===== config.mk =====
export PLATFORM = sky130hd
export DESIGN_NAME = truth_table_sequencer
export DESIGN_NICKNAME = d
export VERILOG_FILES = /design/src/rtl/truth_table_sequencer.sv
export SDC_FILE = /design/constraint.sdc
export NUM_CORES = 1
export LEC_CHECK = 0
export BUFFER_PORTS_ARGS = -buffer_cell sky130_fd_sc_hd__buf_4
export CAP_MARGIN = 20
export CORE_AREA = 2 2 79 81
export DETAILED_ROUTE_END_ITERATION = 16
export DIE_AREA = 0 0 81 83
export GPL_ROUTABILITY_DRIVEN = 0
export GPL_TIMING_DRIVEN = 0
export SLEW_MARGIN = 10
export SYNTH_ARGS = -nofsm -noshare
export SYNTH_HDL_FRONTEND = slang
export SYNTH_SLANG_ARGS = --single-unit

===== constraint.sdc =====
create_clock -name clk -period 3.1 [get_ports clk]
set_input_delay 0.155 -clock clk [delete_from_list [all_inputs] [get_ports clk]]
set_output_delay 0.155 -clock clk [all_outputs]
set_load 0.05 [all_outputs]

===== src/rtl/truth_table_sequencer.sv =====
// truth_table_sequencer: self-timed stimulus sweep and truth-table capture
// for a 4-input, 2-output combinational block. Vectors 0..15 are driven on
// {a,b,c,d} in ascending order, each held HOLD_CYCLES clocks, and f1/f2 are
// sampled on the last clock of each hold window into result_f1/result_f2.
// Optional build macro TRUTH_TABLE_COMPARE_EN adds comparison against
// EXP_F1/EXP_F2 with an error counter and a sticky mismatch flag.
module truth_table_sequencer #(
  parameter int HOLD_CYCLES = 20
`ifdef TRUTH_TABLE_COMPARE_EN
  ,
  parameter logic [15:0] EXP_F1 = 16'h0000,
  parameter logic [15:0] EXP_F2 = 16'h0000
`endif
) (
  input  logic        clk,
  input  logic        rst,
  input  logic        start,
  input  logic        f1,
  input  logic        f2,
  output logic        a,
  output logic        b,
  output logic        c,
  output logic        d,
  output logic        busy,
  output logic        done,
  output logic [15:0] result_f1,
  output logic [15:0] result_f2
`ifdef TRUTH_TABLE_COMPARE_EN
  ,
  output logic        mismatch,
  output logic [5:0]  err_count
`endif
);

  typedef enum logic [1:0] {
    IDLE  = 2'd0,
    APPLY = 2'd1,
    DONE  = 2'd2
  } state_t;

  localparam logic [7:0] HOLD_LAST = 8'(HOLD_CYCLES - 1);

  state_t     state;
  state_t     state_next;
  logic [3:0] idx;
  logic [7:0] hold_cnt;
  logic       sample;
  logic       last_vec;

  // idx is forced back to zero outside APPLY, so it can drive the vector
  // outputs directly and they read 0000 in IDLE and DONE.
  assign {a, b, c, d} = idx;
  assign busy         = (state == APPLY);
  assign done         = (state == DONE);
  assign sample       = (state == APPLY) && (hold_cnt == HOLD_LAST);
  assign last_vec     = (idx == 4'd15);

  // State register
  always_ff @(posedge clk or posedge rst) begin
    if (rst) state <= IDLE;
    else     state <= state_next;
  end

  // Next-state decode; start only matters in IDLE, DONE always returns to IDLE
  always_comb begin
    state_next = state;
    case (state)
      IDLE:    if (start) state_next = APPLY;
      APPLY:   if (sample && last_vec) state_next = DONE;
      DONE:    state_next = IDLE;
      default: state_next = IDLE;
    endcase
  end

  // Vector index, hold timer and result capture
  always_ff @(posedge clk or posedge rst) begin
    if (rst) begin
      idx       <= 4'd0;
      hold_cnt  <= 8'd0;
      result_f1 <= 16'h0000;
      result_f2 <= 16'h0000;
    end else begin
      case (state)
        IDLE: begin
          if (start) begin
            idx       <= 4'd0;
            hold_cnt  <= 8'd0;
            result_f1 <= 16'h0000;
            result_f2 <= 16'h0000;
          end
        end
        APPLY: begin
          if (sample) begin
            hold_cnt       <= 8'd0;
            result_f1[idx] <= f1;
            result_f2[idx] <= f2;
            idx            <= last_vec ? 4'd0 : idx + 4'd1;
          end else begin
            hold_cnt <= hold_cnt + 8'd1;
          end
        end
        default: begin
          idx      <= 4'd0;
          hold_cnt <= 8'd0;
        end
      endcase
    end
  end

`ifdef TRUTH_TABLE_COMPARE_EN
  logic [5:0] err_next;

  assign err_next = err_count + 6'(f1 != EXP_F1[idx]) + 6'(f2 != EXP_F2[idx]);

  // Error accumulation per sample; mismatch reflects the total including the final vector
  always_ff @(posedge clk or posedge rst) begin
    if (rst) begin
      err_count <= 6'd0;
      mismatch  <= 1'b0;
    end else if (state == IDLE && start) begin
      err_count <= 6'd0;
      mismatch  <= 1'b0;
    end else if (sample) begin
      err_count <= err_next;
      if (last_vec) mismatch <= (err_next != 6'd0);
    end
  end
`endif

endmodule


==> impl_results.md <==
- Status: finished clean
- Power share of the combinational group: between 40% and 50%
- Library cell with the highest instance count after synthesis: sky130_fd_sc_hd__dfrtp_1
- Final hold viol count: 0
- Count of unique library cells instantiated by Yosys: 35
- Port Buffers: 42
- Pre-CTS WS: 1.019 ns
- Syn_area_per_cell: about 11 µm²
- Cell depth of the worst flop-to-flop path: 5
- R2r endpoint: result_f1[4]
- End point of the most critical hold path: result_f1[14]
- Synth-to-Final Area Change: 23.61%
- Dominant cell type by area after synthesis: sky130_fd_sc_hd__dfrtp_1
- Clock tree from TritonCTS: yes
- Clock insertion delay at the later pin of the skew report: 0.30 ns
- Final worst path period need: 2.105 ns
- Flip-flop and latch count after synthesis: 46
- Post-CTS setup repair buffer count: 0
- Ys async rst share: 100.0%
- Drt initial violations: 86
- Fraction of layout instances using a drive strength above 1: 23.14%
- Proportion of synthesized chip area in sequential cells: 50.16%
- Count of mapped cells out of synthesis: about 200
- Sw power: 0.9493 mW
- Max FO, Critical Path: 8
- Clock-pin slew on the worst setup and hold paths: around 0.090 ns
- Syn_nets: 213
- WL per Instance: 15.48 µm
- Sum of routed wire segments on met1: 2438 µm
- Number of nets in the layout: 264
- Highest routed layer: met4
- Inst Count DP: 321
- Proportion of netlist area held by the largest area contributor: 50.16%
- Post-route non-filler standard cell count: 330
- Final wirelength: about 5000 µm
- Clock buffers created by TritonCTS: 5
- Most common library cells after synthesis: sky130_fd_sc_hd__dfrtp_1 (46), sky130_fd_sc_hd__nor2b_1 (32), sky130_fd_sc_hd__mux2_1 (28)
- Number of antenna violations at the first check in global routing: 0
- Routed wl met2: 2332 µm
- Area of all placed cells without fillers: between 0.002 and 0.003 mm²
- Most frequently used flop master after synthesis: sky130_fd_sc_hd__dfrtp_1
- Unrepaired setup endpoints after global routing: false
- Cell Rows: 28
- Sum of negative setup slack: 0 ns
- Slew at the pin with the worst max-slew slack: 0.8561 ns
- Worst hold path stage count: 2
- Crit path arrival time: 2.29 ns
- Pins over their slew limit: 0
- HPWL after DPL: 3623 µm
- Share of the clock period used by the worst path: 67.92%
- Highest achievable clock rate: about 470 MHz
- Critical path origin: hold_cnt[1]
- Total congestion overflow after global routing: 0
- Peak supply drop: 0.3046 mV
- Internal Power: 1.268 mW
- Post-Syn Area: between 0.002 and 0.0025 mm²
- Count of vias placed by the detailed router: between 1500 and 2000
- Max_cap viols: 0
- Static Leak: 1.364 nW
- Final-report setup violation count: 0
- Total number of clock tree sinks: between 40 and 50
- Headroom to the max-slew limit: between 40% and 50%
- Worst Skew: approximately 0.0095 ns
- GRT Util Overall: 16.37%
- Reg power frac: between 40% and 50%
- Antenna cells: 0
- Chip width: roughly 81 µm
- Initial Utilization: 39.46%
- Hold path startpoint: f1
- Vias in the first global route: 1685
- Worst Hold Class: in -> reg
- Count of flip-flops with a built-in enable after synthesis: 0
- First-pass GRT wire length: between 8000 and 9000 µm
- Part of the total power dissipated in the clock network: 17.4%
- Y dimension of the die: 83 µm
- Register-to-Register Setup Slack: approximately 0.99 ns
- H-Tree Depth: 2
- Worst setup SP type: register
- Yosys Warn Count: 0
- Critical path start-end classification: reg -> reg
- Residual antenna-violating net count after detailed routing: 0
- Pre-Repair DR Iteration Count: 4
- Maximum number of pins on one net before global-route repair: 25
- Leading cell types by total area after synthesis: sky130_fd_sc_hd__dfrtp_1 (50%), sky130_fd_sc_hd__mux2_1 (14%), sky130_fd_sc_hd__nor2b_1 (8.7%), sky130_fd_sc_hd__ha_1 (2.7%), sky130_fd_sc_hd__nand4_1 (1.6%)
- Required time of the critical path: about 3.3 ns
- Total die area: 0.006723 mm²
- CORE AREA: 0.005816 mm²
- I/O pins: 43
- Worst setup EP type: register
- Power per cell area: just under 800 mW/mm²
- Maximum number of buffers from clock root to sink: 2
- Cell at the root of the clock tree: sky130_fd_sc_hd__clkbuf_8
- Critical R2R Launch: hold_cnt[1]
- Vias/cell: 5.152
- Net switching fraction of the power: 42.81%
- Standard cell area after detailed placement: 0.002731 mm²
- Final worst slack: 0.9946 ns
- Detailed-route DRC error count: 0
- DR WL met3: 250 µm
[worst max-delay path: stages (launching register included)]
cell and delay [ns]:
sky130_fd_sc_hd__dfrtp_1 0.42, sky130_fd_sc_hd__ha_1 0.26, sky130_fd_sc_hd__nand4bb_1 0.22, sky130_fd_sc_hd__nor4_4 0.50, sky130_fd_sc_hd__nand3_1 0.23, sky130_fd_sc_hd__mux2_1 0.36
[registers in the layout, summed over array words and instances, names as in the netlist]
signal     cells
result_f1     16
result_f2     16
hold_cnt       8
idx            4
state          2
[metal layers]
layer | vias up | track usage, %
met3 | 8 | 3.152
met1 | 837 | 23.56
li1 | 817 | -
met4 | 0 | 6.009
met2 | 38 | 24.34
met5 | - | 0
[repair_timing]
item                      CTS  global route
hold endpoints to repair   23             0
gates resized for setup     0             0
hold buffers                1             0
[layout make-up]
| cell class | instances | area [µm²] |
|---|---|---|
| Fill cell | 571 | 2979 |
| Sequential cell | 46 | 1151 |
| Multi-Input combinational cell | 143 | 1090 |
| Timing Repair Buffer | 44 | 352.8 |
| Tap cell | 75 | 93.84 |
| Clock buffer | 6 | 82.58 |
| Buffer | 10 | 38.79 |
| Inverter | 4 | 15.01 |
| Clock inverter | 2 | 12.51 |
[logic make-up after synthesis]
logic type | synth area share [%]
compound gates | 4.798
mux | 15.21
xor+xnor | 1.527
flops | 50.16
fa+ha+maj | 2.726
buf+inv | 2.344
simple gates | 23.23
[power by group through the flow]
stage	Clock, mW	Sequential [mW]	Combinational, mW
final	0.386	0.892	0.939
after global placement	0	0.898	0.929
after global routing	0.425	0.921	1.01
after detailed placement	0	0.902	0.944
after floorplan	0	1.21	0.352
after CTS	0.398	0.891	0.946
[cells in the final DEF, fill, tap and decap left out, drive strengths merged, types with 5 or more instances in the layout]
cell type / count
buf: 44
clkbuf: 15
dfrtp: 46
ha: 5
mux2: 31
nand2: 8
nand3: 6
nand4: 6
nor2: 8
nor2b: 32
nor3: 5
o21ai: 7
[per-stage QoR]
| step | util (%) | hold slack, ns | power [mW] |
|---|---|---|---|
| after floorplan | - | 0.2867 | 1.562 |
| after global placement | 46.49 | 0.4323 | 1.827 |
| after detailed placement | 46.97 | 0.2533 | 1.846 |
| after CTS | 48.77 | 0.1215 | 2.235 |
| after global routing | 48.77 | 0.1401 | 2.360 |
| final | 48.77 | 0.1163 | 2.218 |
[worst max path at each step]
| stage | endpoint | cells after the start |
|---|---|---|
| 2_1_floorplan | result_f1[15] | 4 |
| 3_3_place_gp | result_f2[7] | 5 |
| 3_5_place_dp | result_f1[4] | 5 |
| 4_1_cts | result_f1[4] | 5 |
| 5_1_grt | result_f2[9] | 5 |
| 6_report | result_f1[4] | 5 |
Power figures use the tool's default switching activity.
